## config.mk

```make
export PLATFORM = sky130hd
export DESIGN_NAME = blackjack_deal_ctrl
export DESIGN_NICKNAME = d
export VERILOG_FILES = /design/src/rtl/blackjack_pkg.sv /design/src/rtl/blackjack_hand_acc.sv /design/src/rtl/blackjack_deal_ctrl.sv
export SDC_FILE = /design/constraint.sdc
export NUM_CORES = 1
export LEC_CHECK = 0
export CORE_MARGIN = 1
export CORE_UTILIZATION = 40
export DETAILED_ROUTE_END_ITERATION = 16
export PLACE_DENSITY = 0.71
export SLEW_MARGIN = 20
export SYNTH_ARGS = -nofsm -noshare
export SYNTH_HDL_FRONTEND = slang
export SYNTH_SLANG_ARGS = --single-unit
export TNS_END_PERCENT = 20
```

## constraint.sdc

```tcl
create_clock -name clk_i -period 2.69 [get_ports clk_i]
set_input_delay 0.538 -clock clk_i [delete_from_list [all_inputs] [get_ports clk_i]]
set_output_delay 0.538 -clock clk_i [all_outputs]
set_load 0.005 [all_outputs]
```

## src/rtl/blackjack_pkg.sv

```systemverilog
// blackjack_pkg: shared state encoding, result/destination codes and card valuation for the deal controller
package blackjack_pkg;
  typedef enum logic [2:0] {
    S_IDLE, S_REQ, S_WAIT, S_ACCEPT, S_PLAYER_TURN, S_DEALER_CHK, S_RESOLVE, S_DONE
  } state_t;
  localparam logic [1:0] RES_PUSH   = 2'b00;
  localparam logic [1:0] RES_PLAYER = 2'b01;
  localparam logic [1:0] RES_DEALER = 2'b10;
  localparam logic DEST_PLAYER = 1'b0;
  localparam logic DEST_DEALER = 1'b1;
  localparam logic [3:0] RANK_ACE  = 4'd1;
  localparam logic [3:0] RANK_KING = 4'd13;
  function automatic logic [3:0] card_value(input logic [3:0] rank);
    return (rank >= 4'd2 && rank <= 4'd10) ? rank : (rank == RANK_ACE) ? 4'd1 : 4'd10;
  endfunction
  function automatic logic rank_ok(input logic [3:0] rank);
    return rank != 4'd0 && rank <= RANK_KING;
  endfunction
endpackage

```

## src/rtl/blackjack_hand_acc.sv

```systemverilog
// blackjack_hand_acc: one hand's hard total and ace flag, with the soft-ace best total
module blackjack_hand_acc (
  input  logic       clk_i,
  input  logic       rst_i,
  input  logic       clear,
  input  logic       add,
  input  logic [3:0] value,
  input  logic       is_ace,
  output logic [5:0] hard,
  output logic       ace,
  output logic [5:0] best
);
  always_ff @(posedge clk_i or posedge rst_i) begin
    if (rst_i) begin
      hard <= '0;
      ace  <= 1'b0;
    end else if (clear) begin
      hard <= '0;
      ace  <= 1'b0;
    end else if (add) begin
      hard <= hard + {2'b00, value};
      ace  <= ace | is_ace;
    end
  end
  assign best = (ace && hard <= 6'd11) ? hard + 6'd10 : hard;
endmodule

```

## src/rtl/blackjack_deal_ctrl.sv

```systemverilog
// blackjack_deal_ctrl: round sequencer dealing P,D,P,D then player hits and dealer draws, resolving the winner.
// Define DEAL_CARD_CHECK_EN to discard and redraw cards with rank 0 or 14..15.
module blackjack_deal_ctrl
  import blackjack_pkg::*;
#(
  parameter int CARD_LAT     = 2,
  parameter int CARD_W       = 8,
  parameter int DEALER_STAND = 17
) (
  input  logic              clk_i,
  input  logic              rst_i,
  input  logic              start_i,
  input  logic              player_hit_i,
  input  logic              player_stand_i,
  input  logic [CARD_W-1:0] card_i,
  output logic              request_card_o,
  output logic              card_valid_o,
  output logic [CARD_W-1:0] card_o,
  output logic              card_dest_o,
  output logic [5:0]        player_sum_o,
  output logic [5:0]        dealer_sum_o,
  output logic              busy_o,
  output logic              round_done_o,
  output logic [1:0]        result_o
);
  localparam int LW = $clog2(CARD_LAT + 1);
  state_t state, state_n;
  logic [LW-1:0] wcnt;
  logic [2:0] deal_cnt;
  logic dest, last, keep, take, clear;
  logic [3:0] rank;
  logic [5:0] p_hard, p_best, d_hard, d_best;
  logic p_ace, d_ace;
  logic unused_ok;
  assign rank  = card_i[3:0];
  assign last  = state == S_WAIT && wcnt == LW'(CARD_LAT);
`ifdef DEAL_CARD_CHECK_EN
  assign keep  = rank_ok(rank);
`else
  assign keep  = 1'b1;
`endif
  assign take  = last && keep;
  assign clear = state == S_IDLE && start_i;
  assign unused_ok = ^{p_ace, d_ace, card_i[CARD_W-1:4]};
  blackjack_hand_acc u_player (
    .clk_i(clk_i), .rst_i(rst_i), .clear(clear), .add(take && dest == DEST_PLAYER),
    .value(card_value(rank)), .is_ace(rank == RANK_ACE),
    .hard(p_hard), .ace(p_ace), .best(p_best)
  );
  blackjack_hand_acc u_dealer (
    .clk_i(clk_i), .rst_i(rst_i), .clear(clear), .add(take && dest == DEST_DEALER),
    .value(card_value(rank)), .is_ace(rank == RANK_ACE),
    .hard(d_hard), .ace(d_ace), .best(d_best)
  );
  always_ff @(posedge clk_i or posedge rst_i) begin
    if (rst_i) state <= S_IDLE;
    else       state <= state_n;
  end
  // The card is summed at the sample edge so ACCEPT decides on up-to-date totals.
  always_comb begin
    state_n = state;
    case (state)
      S_IDLE:        state_n = start_i ? S_REQ : S_IDLE;
      S_REQ:         state_n = S_WAIT;
      S_WAIT:        state_n = !last ? S_WAIT : keep ? S_ACCEPT : S_REQ;
      S_ACCEPT:      state_n = deal_cnt < 3'd3 ? S_REQ :
                               deal_cnt == 3'd3 ? (p_best == 6'd21 ? S_RESOLVE : S_PLAYER_TURN) :
                               dest == DEST_DEALER ? S_DEALER_CHK :
                               p_hard > 6'd21 ? S_RESOLVE :
                               p_best == 6'd21 ? S_DEALER_CHK : S_PLAYER_TURN;
      S_PLAYER_TURN: state_n = player_stand_i ? S_DEALER_CHK : player_hit_i ? S_REQ : S_PLAYER_TURN;
      S_DEALER_CHK:  state_n = d_best < 6'(DEALER_STAND) ? S_REQ : S_RESOLVE;
      S_RESOLVE:     state_n = S_DONE;
      S_DONE:        state_n = S_IDLE;
      default:       state_n = S_IDLE;
    endcase
  end
  always_ff @(posedge clk_i or posedge rst_i) begin
    if (rst_i) begin
      card_valid_o <= 1'b0;
      card_o       <= '0;
      card_dest_o  <= 1'b0;
      result_o     <= RES_PUSH;
      wcnt         <= '0;
      deal_cnt     <= '0;
      dest         <= DEST_PLAYER;
    end else begin
      card_valid_o <= take;
      if (take) begin
        card_o      <= card_i;
        card_dest_o <= dest;
      end
      if (clear) begin
        result_o <= RES_PUSH;
        deal_cnt <= '0;
        dest     <= DEST_PLAYER;
      end
      if (state == S_REQ) wcnt <= LW'(1);
      else if (state == S_WAIT) wcnt <= wcnt + 1'b1;
      if (state == S_ACCEPT && deal_cnt != 3'd4) begin
        deal_cnt <= deal_cnt + 3'd1;
        dest     <= ~dest;
      end
      if (state == S_PLAYER_TURN && player_hit_i && !player_stand_i) dest <= DEST_PLAYER;
      if (state == S_DEALER_CHK) dest <= DEST_DEALER;
      if (state == S_RESOLVE)
        result_o <= p_hard > 6'd21 ? RES_DEALER :
                    d_hard > 6'd21 ? RES_PLAYER :
                    p_best > d_best ? RES_PLAYER :
                    p_best < d_best ? RES_DEALER : RES_PUSH;
    end
  end
  assign request_card_o = state == S_REQ;
  assign busy_o         = state != S_IDLE;
  assign round_done_o   = state == S_DONE;
  assign player_sum_o   = p_best;
  assign dealer_sum_o   = d_best;
endmodule
```

Word-level counts from Yosys, hierarchy flattened
Index checks and enable logic that the tools add are counted.
- bits in registers: 35
- bits of input ports: 13
- output and inout port bits: 27
- logic and storage cells: 100
- add/subtract/negate cells: 6
- $lt $le $gt $ge: 10
- eq/ne operators: 12
- muxes and demuxes: 38
- bitwise logic cells: 3
- reductions and logical operators: 19
- operator list (cell ; count):
    6-bit two-way mux ; 6
    2-bit two-way mux ; 12
    3-bit one-hot mux with 8 select lines ; 1
    3-bit two-way mux ; 6
    6-bit by 4-bit adder with 6-bit output ; 2
    6-bit by 4-bit adder with 6-bit output, second input constant ; 2
    3-bit == test, second input constant ; 4
    6-bit by 5-bit greater-than comparator with 1-bit output, second input constant ; 2
    6-bit by 4-bit <= comparator with 1-bit output, second input constant ; 2
    1-bit two-way mux ; 11
    1-bit logical AND ; 10
    2-bit nonzero test ; 5
    3-bit by 2-bit == test with 1-bit output, second input constant ; 3
    4-bit two-way mux ; 2
    6-bit by 5-bit == test with 1-bit output, second input constant ; 1
    6-bit greater-than comparator ; 1
    6-bit by 5-bit less-than comparator with 1-bit output, second input constant ; 1
    6-bit less-than comparator ; 1
    4-bit by 1-bit == test with 1-bit output, second input constant ; 1
    4-bit by 2-bit >= comparator with 1-bit output, second input constant ; 1
    4-bit <= comparator, second input constant ; 1
    4-bit nonzero test ; 1
    3-bit by 1-bit adder with 3-bit output, second input constant ; 1
    3-bit by 1-bit == test with 1-bit output, second input constant ; 1
    9 further kinds ; 10

Logic depth before layout (Yosys ltp)
Gate-level depths: netlist (run 1).
- word-level depth: 10
- gate-level depth with buffers: 10
- mapped depth without buffers: 10

Modules after synthesis
Synthesis (run 1) repeated with hierarchy kept, for this count alone.
- cells, all modules: 255
- area total of the unflattened synthesis: 2439.8 µm²
- by module, submodules not included (module ; instances ; cells each ; area an instance (µm²) ; seq. area each (µm²)):
    blackjack_deal_ctrl ; 1 ; 141 ; 1376.3 ; 525.5
    blackjack_hand_acc ; 2 ; 57 ; 531.8 ; 175.2

Worst setup path before layout (run 1)
No wires, ideal clock.
- path kind: register -> register
- start: reg u_dealer.hard[2]
- end: reg result_o[1]
- setup time: 0.083 ns
- data arrival time: 2.390 ns
- data required time: 2.607 ns
- path slack: 0.217 ns
- cell stages (with the launch flop): 10
- buffers on the path: 0
- period minus slack after synthesis: 2.473 ns
- cells stage by stage: dfrtp_1 ha_1 nor4b_2 mux2i_1 ha_1 nand2_1 o21ai_0 a2111oi_0 nor2b_1 o21ai_0
- word-level cells in the longest chain between the ends: 9
- elaborated cells on any way between the ends: 12
- classes of those cells: add/sub (1); order compare (4); mux (6); reduce/logical (1)
- RTL lines (what ; RTL line ; RTL):
    start, declared ; blackjack_hand_acc.sv:9 ; output logic [5:0] hard,
    start signal, assigned ; blackjack_hand_acc.sv:21 ; hard <= hard + {2'b00, value};
    6-bit by 4-bit <= comparator with 1-bit output ; blackjack_hand_acc.sv:25 ; assign best = (ace && hard <= 6'd11) ? hard + 6'd10 : hard;
    1-bit logical AND ; blackjack_hand_acc.sv:25 ;
    6-bit two-way mux ; blackjack_hand_acc.sv:25 ;
    6-bit less-than comparator ; blackjack_deal_ctrl.sv:110 ; p_best < d_best ? RES_DEALER : RES_PUSH;
    2-bit two-way mux ; blackjack_deal_ctrl.sv:110 ;
    2-bit two-way mux ; blackjack_deal_ctrl.sv:109 ; p_best > d_best ? RES_PLAYER :
    2-bit two-way mux (*) ; blackjack_deal_ctrl.sv:108 ; d_hard > 6'd21 ? RES_PLAYER :
    2-bit two-way mux (*) ; blackjack_deal_ctrl.sv:107 ; result_o <= p_hard > 6'd21 ? RES_DEALER :
    2-bit two-way mux (*) ; blackjack_deal_ctrl.sv:106 ; if (state == S_RESOLVE)
    end signal, assigned ; blackjack_deal_ctrl.sv:107 ;
    end, declared ; blackjack_deal_ctrl.sv:24 ; output logic [1:0] result_o
Every way passes the cells marked *; elsewhere a longest branch is shown, timed or not.
A chain may end at the register's enable or synchronous reset.

Worst setup path in the final report (run 1)
- start: reg u_dealer.hard[3]
- end: out dealer_sum_o[2]
- word-level cells in the longest chain between the ends: 3
- RTL lines (what ; RTL line ; RTL):
    6-bit by 4-bit <= comparator with 1-bit output ; blackjack_hand_acc.sv:25 ;
    1-bit logical AND ; blackjack_hand_acc.sv:25 ;
    6-bit two-way mux ; blackjack_hand_acc.sv:25 ;
    end, declared ; blackjack_deal_ctrl.sv:21 ; output logic [5:0] dealer_sum_o,
Every way passes these cells.

==> run_results.csv, run 1 <==
group,metric,value,unit
run_status,status,"finished clean",
synthesis,ys_seq_area_share,35.8,%
synthesis,synth_largest_area_cell,"dfrtp_1",
clock_network,clock_path_buffers,2,
synthesis,synth_common_cells,"dfrtp_1, inv_1, nand2_1, o21ai_0, ha_1",
placed_design,dp_cells,395,
power,comb_power_share,51.0,%
synthesis,synth-async-reset-ratio,100,%
synthesis,syn_area_per_cell,9.31,um2
synthesis,synth_area_leaders,"dfrtp_1, ha_1, o21ai_0",
layout,design_area,0.00320,mm2
sta,rsz0062_at_grt,"true",
global_routing,grt_max_degree,36,
global_routing,antenna_found_initial,0,
global_routing,grt_pass1_vias,1964,
drt,drtIter0Drc,115,
sta,hold_violations,0,
floorplanning,die_w,80.2,um
synthesis,synth_nets,298,
drt,vias,2079,
power,powerDensity,778,mW/mm2
floorplanning,pin_count,40,
clock_network,h-tree-depth,2,
clock_network,numCtsBuffers,5,
synthesis,synth_ff_type,"dfrtp_1",
sta,fin_setup_tns,0,ns
sta,fmax,0.382,GHz
layout,antenna_cells,0,
placed_design,dpl.hpwl,4360,um
layout,drive_gt1_share,18.8,%
clock_network,cts_sinks,35,
placed_design,place_congestion,0.837,
floorplanning,die_h,80.2,um
power,p_clk_share,14.2,%
clock_network,insertion_delay,0.29,ns
synthesis,yosysUniqueCellTypes,54,
synthesis,yosysMostFrequentCell,"dfrtp_1",
drt,route.detailed.drc,0,
clock_network,cts_tree,"done",
drt,ant_nets,0,
floorplanning,core,0.00592,mm2
job,maxCapViolations,0,
synthesis,synth_cells,263,
floorplanning,design.die.area,0.00644,mm2
power,switching_share,37.2,%
placed_design,post_dp_cell_area,0.00307,mm2
power,p_int,1.56,mW
critical_path,worstSetupPathType,"reg2out",
sta,tightest_slew,0.463,ns
floorplanning,row_count,28,
layout,postLayoutCoreUtil,54.0,%
power,switchingPower,0.924,mW
power,finalPower,2.48,mW
worst_hold_path,hold_path.class,"reg2reg",
power,seqPwrFrac,34.9,%
sta,slew_headroom,69.1,%
placed_design,io_buffers,39,
floorplanning,initial_core_util,41.3,%
synthesis,ys_seq_elements,35,
synthesis,synth_edf_count,0,
power,power.leakage,1.51,nW
critical_path,crit_fanout,6,
drt,routed_wl,5650,um
critical_path,crit_path_start_kind,"register",
layout,final_net_count,365,
global_routing,overflow,0,
layout,syn_to_final_growth,30.6,%
global_routing,grt_pass1_wl,9520,um
clock_network,clk_pin_slew,0.06,ns
sta,setup-violations-final,0,
critical_path,critPathCaptureType,"output port",
synthesis,synth_area,0.00245,mm2
clock_network,ctsHoldBuffers,0,
drt,dr.pass1.iters,4,
critical_path,worstPathRequired,2.15,ns
drt,wl_per_cell,14.0,um
synthesis,ys_warn_count,0,
synthesis,synth_top_area_share,35.8,%
global_routing,grtUsageTotal,19.4,%
critical_path,cp_data_arrival_time,2.08,ns
power,peakVddDrop,369,uV
sta,final-max-slew-violation-count,0,
sta,fin_crit,2.62,ns
layout,stdcell_count,404,
clock_network,cts-root-buf,"clkbuf_8",
drt,via_per_inst,5.15,
sta,fin_skew,0.00848,ns
sta,period_share,97.4,%
[registers in the layout, summed over array words and instances, names as in the netlist, 2 cells and up]
name / flops
card_o: 8
u_dealer.hard: 6
u_player.hard: 6
deal_cnt: 3
state: 3
result_o: 2
wcnt: 2
[per-layer routing]
metal  GRT usage, %  wire (um)  part of all wire (%)  up-vias
met5              0          0                     0        -
met4           5.18         48                  0.85        0
met3           4.09        241                   4.3        4
met2           31.0       2640                    47       44
met1           26.6       2710                    48      971
li1               -          -                     -     1060
[cell families (layout without fill, tap and decap cells)]
kind of cell / count (synthesis) / count (layout) / share of synthesized area (%)
flip-flops: 35 / 35 / 35.8
multiplexers: 14 / 14 / 6.19
AO/OA/AOI/OAI: 71 / 71 / 19.1
XOR/XNOR: 8 / 8 / 2.86
AND/OR/NAND/NOR: 77 / 77 / 17.3
buffers and inverters: 36 / 102 / 6.90
adder cells (fa/ha/maj): 22 / 22 / 11.9
[worst max-delay path, stage by stage (launching register included)]
cell and delay [ns]:
dfrtp_2 0.44, or4b_4 0.56, a22oi_4 0.17, buf_4 0.16, inv_1 0.04, clkdlybuf4s50_1 0.44
[through the flow]
stage	setup slack [ns]	hold slack (ns)
after global placement	-0.121	0.491
after detailed placement	-0.187	0.497
after floorplan	0.217	0.474
after CTS	0.0111	0.512
final	0.0696	0.506
after global routing	-0.0369	0.518
[layout make-up]
type	count	area [um2]
clock buffer	6	72.6
sequential	35	877
fill	561	2730
tap	75	93.8
inverter	26	97.6
multi-input combinational	192	1430
timing repair buffer	70	626
[path summary, 6_finish.rpt]
| check | start | endpoint | slack, ns | depth (start not counted) |
|---|---|---|---|---|
| setup / recovery | u_dealer.hard[3] | dealer_sum_o[2] | 0.07 | 5 |
| hold / removal | card_o[1] | card_o[1] | 0.51 | 1 |
| hold reg to reg | card_o[1] | card_o[1] | 0.51 | 1 |
| min in group asynchronous | rst_i | state[2] | 0.67 | 3 |
| max in group asynchronous | rst_i | u_dealer.hard[3] | 1.67 | 3 |
| setup reg to reg | u_player.hard[5] | result_o[1] | 0.20 | 10 |
[timing repair]
item	in CTS	in global routing
resized for setup	1	8
setup endpoints to repair	2	7
pin swaps	1	2
cloned	0	0
setup buffers	1	2
[cell usage in the layout, fill, tap and decap left out, types with 3 or more instances in the layout]
| cell type | count |
|---|---|
| a21oi_1 | 17 |
| a31oi_1 | 3 |
| nand3_1 | 4 |
| inv_1 | 26 |
| a22o_1 | 5 |
| nor2b_1 | 7 |
| dfrtp_1 | 34 |
| xor2_1 | 6 |
| nand2_1 | 24 |
| mux2i_1 | 4 |
| clkbuf_8 | 5 |
| o21ai_0 | 21 |
| nor2_1 | 17 |
| a21o_1 | 5 |
| nor3_1 | 6 |
| a211o_1 | 3 |
| clkdlybuf4s50_1 | 38 |
| mux2_2 | 9 |
| buf_4 | 31 |
| ha_1 | 19 |
[power groups by stage]
| stage | sequential (mW) | clock, mW | combinational [mW] |
|---|---|---|---|
| finish | 0.866 | 0.353 | 1.27 |
| global route | 0.898 | 0.381 | 1.42 |
| CTS | 0.866 | 0.362 | 1.24 |
| detailed placement | 0.876 | 0 | 1.22 |
| global placement | 0.869 | 0 | 1.18 |
| floorplan | 0.821 | 0 | 0.720 |
Power figures use the tool's default switching activity.
==> run 2, diff against run 1 <==
--- a/config.mk
+++ b/config.mk
@@ -9,6 +9,7 @@
 export CORE_UTILIZATION = 40
 export DETAILED_ROUTE_END_ITERATION = 16
 export PLACE_DENSITY = 0.71
+export SETUP_SLACK_MARGIN = 0.4
 export SLEW_MARGIN = 20
 export SYNTH_ARGS = -nofsm -noshare
 export SYNTH_HDL_FRONTEND = slang
==> run 2 against run 1 <==
Against the previous run:
- non-clock buffer count grew 4
- sequential share of layout area decreased by 1.4 points
- total power up 5.3%
- critical path depth fell by 1
- highest routed layer unchanged
==> run_results.csv, run 2 (synthesized netlist as in run 1, its figures left out) <==
group,metric,value,unit
critical_path,cp_data_arrival_time,1.95,ns
layout,drive_gt1_share,26.6,%
global_routing,grt_pass1_vias,2126,
drt,dr.pass1.iters,4,
critical_path,r2r_slack,0.24,ns
critical_path,crit_fanout,3,
run_status,status,"finished clean",
drt,route.detailed.drc,0,
floorplanning,design.die.area,0.00644,mm2
layout,antenna_cells,0,
power,seqPwrFrac,33.2,%
layout,final_cell_mix,"dfrtp_1, buf_4, clkdlybuf4s50_1, inv_1, nand2_1",
drt,wl_per_cell,14.9,um
power,p_int,1.63,mW
critical_path,worstPathRequired,2.15,ns
power,peakVddDrop,357,uV
floorplanning,core,0.00592,mm2
sta,final-max-slew-violation-count,0,
sta,fin_skew,0.0103,ns
clock_network,clock_path_buffers,2,
power,powerDensity,773,mW/mm2
power,p_clk_share,16.4,%
sta,setup-violations-final,0,
drt,vias,2154,
global_routing,grtUsageTotal,20.5,%
clock_network,ctsHoldBuffers,0,
placed_design,place_congestion,0.846,
layout,top_regs,"card_o x8, u_dealer.hard x6, u_player.hard x6",
drt,via_per_inst,5.25,
critical_path,crit_path_start_kind,"register",
drt,routed_wl,6100,um
floorplanning,die_h,80.2,um
layout,syn_to_final_growth,38.2,%
power,finalPower,2.62,mW
sta,tightest_slew,0.463,ns
clock_network,numCtsBuffers,5,
global_routing,antenna_found_initial,0,
global_routing,grt_max_degree,36,
layout,final_net_count,369,
sta,worst_slack,0.203,ns
placed_design,place_ws,-0.203,ns
layout,top_register,"card_o",
global_routing,overflow,0,
critical_path,critPathCaptureType,"output port",
clock_network,insertion_delay,0.30,ns
sta,fin_crit,2.49,ns
clock_network,clk_pin_slew,0.07,ns
sta,hold_violations,0,
job,maxCapViolations,0,
sta,fmax,0.402,GHz
clock_network,cts_sinks,35,
floorplanning,initial_core_util,41.3,%
power,power.leakage,1.60,nW
layout,design_area,0.00338,mm2
floorplanning,pin_count,40,
sta,slew_headroom,69.1,%
layout,n_fill_cell,515,
placed_design,post_dp_cell_area,0.00302,mm2
floorplanning,row_count,28,
placed_design,io_buffers,39,
global_routing,grt_pass1_wl,9940,um
drt,ant_nets,0,
floorplanning,die_w,80.2,um
worst_hold_path,hold_path.class,"reg2reg",
sta,rsz0062_at_grt,"true",
power,comb_power_share,50.3,%
clock_network,h-tree-depth,2,
clock_network,cts-root-buf,"clkbuf_8",
critical_path,worstSetupPathType,"reg2out",
drt,drtIter0Drc,79,
placed_design,dpl.hpwl,4250,um
clock_network,cts_tree,"done",
layout,largest_reg_flops,8,
sta,period_share,92.5,%
power,switchingPower,0.986,mW
power,switching_share,37.7,%
## run 2: cell type report
class,instances,area [um2],area share (%)
clock buffers,8,100,2.96
inverters,26,97.6,2.88
multi-input cells,192,1540,45.5
flip-flops and latches,35,881,26.0
well taps,75,93.8,2.77
repair buffers,74,672,19.9
## run 2: final timing paths
kind / start / to / depth (start not counted)
max in group asynchronous: rst_i / u_dealer.hard[4] / 3
min reg2reg: card_o[2] / card_o[2] / 1
min in group asynchronous: rst_i / card_o[4] / 3
max reg2reg: u_player.hard[2] / result_o[1] / 9
max: u_player.hard[2] / player_sum_o[2] / 4
min: card_o[2] / card_o[2] / 1
## run 2: what timing repair did
item / 4_1_cts / 5_1_grt
pin swaps: 5 / 12
resized for setup: 20 / 27
setup buffers: 13 / 4
endpoints found under the setup margin: 17 / 20
## run 2: layer usage
layer | vias up | share of wire, % | GRT usage [%]
li1 | 1065 | - | -
met1 | 1046 | 47 | 26.7
met2 | 38 | 49 | 35.0
met3 | 5 | 3.6 | 3.64
met4 | 0 | 1.0 | 5.54
met5 | - | 0 | 0
## run 2: power by group through the flow
stage          Sequential (mW)  Clock, mW  Combinational [mW]
2_1_floorplan            0.824          0               0.733
3_3_place_gp             0.876          0                1.13
3_5_place_dp             0.881          0                1.17
4_1_cts                  0.867      0.440                1.23
5_1_grt                  0.899      0.452                1.46
6_report                 0.870      0.430                1.32
## run 2: stage by stage
step                std cells  util, %  hold WS [ns]  TNS (ns)
floorplan                 263        -         0.474         0
global placement          385     51.1         0.489    -0.322
detailed placement        385     51.1         0.499    -0.614
CTS                       406     55.0         0.520         0
global route              410     57.1         0.531         0
finish                    410     57.1         0.513         0
## run 2: critical path, cell delays in order, from the launching register on
cell	delay, ns
dfrtp_1	0.41
buf_4	0.15
a211o_4	0.34
mux2_2	0.26
clkdlybuf4s50_1	0.50
==> run 3, diff against run 2 <==
--- a/config.mk
+++ b/config.mk
@@ -8,7 +8,7 @@
 export CORE_MARGIN = 1
 export CORE_UTILIZATION = 40
 export DETAILED_ROUTE_END_ITERATION = 16
-export PLACE_DENSITY = 0.71
+export PLACE_DENSITY = 0.61
 export SETUP_SLACK_MARGIN = 0.4
 export SLEW_MARGIN = 20
 export SYNTH_ARGS = -nofsm -noshare
==> run 3 against run 2 <==
Against the previous run:
- total power down 1.6%
- fmax up 1.8%
- sequential share of layout area is 0.13 points lower
- combinational power is essentially flat
- setup slack improved by 0.044 ns
- register-to-register slack better by 0.02 ns
- hold slack worse by 0.0012 ns
- flip-flop and latch count is the same
- clock power down 15%
- critical path depth grew 4
- wire length grew 1.6%
- critical path type unchanged
- critical endpoint is now dealer_sum_o[4]
- largest cell class unchanged
==> run_results.csv, run 3 (synthesized netlist as in run 1, its figures left out) <==
group,metric,value,unit
critical_path,critPathMaxStageDelay,0.43,ns
sta,final-max-slew-violation-count,0,
placed_design,dp_cells,390,
clock_network,clk_pin_slew,0.07,ns
layout,antenna_cells,0,
critical_path,path_buf_inv,5,
clock_network,cts_tree,"done",
layout,syn_to_final_growth,39.1,%
floorplanning,core,0.00592,mm2
global_routing,grt_pass1_vias,2034,
drt,ant_nets,0,
drt,route.detailed.drc,0,
job,maxCapViolations,0,
sta,fin_setup_tns,0,ns
power,powerDensity,757,mW/mm2
sta,hold_violations,0,
critical_path,crit_family,"buffers and inverters",
global_routing,grt_max_degree,36,
sta,period_share,90.8,%
clock_network,clock_path_buffers,2,
drt,via_per_inst,5.22,
clock_network,ctsHoldBuffers,0,
drt,vias,2154,
worst_hold_path,hold_path.class,"reg2reg",
global_routing,antenna_found_initial,0,
clock_network,numCtsBuffers,5,
sta,rsz0062_at_grt,"true",
floorplanning,die_w,80.2,um
floorplanning,initial_core_util,41.3,%
critical_path,critPathCaptureType,"output port",
critical_path,path_cells,"buf_4 > buf_6 > nand2_1 > o21ai_2 > a31o_2 > buf_4 > buf_4 > dlygate4sd2_1",
critical_path,worstSetupPathType,"reg2out",
sta,tightest_slew,0.455,ns
critical_path,critPathSlowestCell,"dfrtp_2",
layout,largest_reg_flops,8,
layout,mostFrequentLayoutCell,"buf_4",
clock_network,cts-root-buf,"clkbuf_8",
run_status,status,"finished clean",
floorplanning,die_h,80.2,um
layout,top_regs,"card_o x8, u_dealer.hard x6, u_player.hard x6",
global_routing,grtUsageTotal,20.5,%
floorplanning,design.die.area,0.00644,mm2
drt,drtIter0Drc,107,
power,power.leakage,1.57,nW
placed_design,io_buffers,39,
layout,stdcell_count,413,
critical_path,cp_data_arrival_time,1.91,ns
layout,top_register,"card_o",
clock_network,insertion_delay,0.29,ns
sta,slew_headroom,69.7,%
sta,setup-violations-final,0,
layout,final_cell_mix,"buf_4, dfrtp_1, clkdlybuf4s50_1, inv_1, nand2_1",
critical_path,crit_path_frequent_cell,"buf_4",
clock_network,h-tree-depth,2,
layout,final_net_count,373,
placed_design,place_congestion,0.841,
layout,n_fill_cell,523,
drt,dr.pass1.iters,4,
critical_path,worstPathRequired,2.15,ns
sta,fin_crit,2.44,ns
critical_path,crit_path_start_kind,"register",
drt,wl_per_cell,15.0,um
sta,worst_slack,0.247,ns
critical_path,crit_fanout,6,
layout,drive_gt1_share,28.4,%
clock_network,cts_sinks,35,
floorplanning,row_count,28,
placed_design,place_ws,-0.220,ns
global_routing,overflow,0,
floorplanning,pin_count,40,
power,peakVddDrop,361,uV
sta,fin_skew,0.0109,ns
sta,whs,0.512,ns
sta,fmax,0.409,GHz
drt,routed_wl,6190,um
placed_design,dpl.hpwl,4250,um
global_routing,grt_pass1_wl,9800,um
## run 3: cell types whose count changed in the layout (fill, tap and decap cells not counted), sizes merged
| cell | delta |
|---|---|
| dlymetal6s2s | -3 |
| clkdlybuf4s15 | +1 |
| clkbuf | -1 |
| buf | +4 |
| dlygate4sd2 | +2 |
## run 3: worst paths after layout
kind / from / endpoint / slack (ns) / cells after the start
worst max register to register: u_dealer.hard[2] / result_o[1] / 0.26 / 12
max in group asynchronous: rst_i / u_player.hard[3] / 1.69 / 3
worst min register to register: card_o[3] / card_o[3] / 0.51 / 1
min in group asynchronous: rst_i / card_dest_o / 0.65 / 3
worst min-delay path: card_o[3] / card_o[3] / 0.51 / 1
worst max-delay path: u_dealer.hard[2] / dealer_sum_o[4] / 0.25 / 8
## run 3: routing by layer
metal  global-route usage [%]  vias up  wire, um
li1                         -     1075         -
met1                     28.1     1026      2910
met2                     31.7       46      2950
met3                     5.34        7       258
met4                     6.07        0        82
met5                        0        -         0
## run 3: per-stage QoR
stage / utilization [%] / total power, mW / instance area (um2)
after CTS: 56.0 / 2.53 / 3320
after detailed placement: 51.7 / 2.07 / 3060
after global placement: 51.7 / 2.06 / 3060
after global routing: 57.5 / 2.80 / 3400
after floorplan: - / 1.56 / 2470
final: 57.5 / 2.58 / 3400
## run 3: layout make-up
type / instances / area (um2) / share of cell area, %
multi-input combinational: 192 / 1570 / 46.0
sequential: 35 / 882 / 25.9
timing repair buffer: 78 / 688 / 20.2
inverter: 26 / 97.6 / 2.87
tap: 75 / 93.8 / 2.76
clock buffer: 7 / 76.3 / 2.24
## run 3: repair_timing
item,in CTS,in global routing
gates resized for setup,33,17
buffers inserted,13,3
endpoints found under the setup margin,18,19
pin swaps,12,18
## run 3: worst register-to-register path: stages, from the launching register on
cell and delay (ns):
dfrtp_2 0.43, buf_4 0.15, or2b_2 0.32, o21ai_2 0.07, a31o_2 0.17, inv_1 0.07
ha_4 0.23, a21oi_2 0.15, o21ai_2 0.08, a2111oi_2 0.36, buf_4 0.17, nor2b_1 0.04
o21ai_1 0.11
## run 3: power breakdown
| group | switching (mW) | total (mW) | internal (mW) |
|---|---|---|---|
| registers | 0.185 | 0.874 | 0.689 |
| clock network | 0.186 | 0.364 | 0.178 |
| logic | 0.597 | 1.34 | 0.741 |
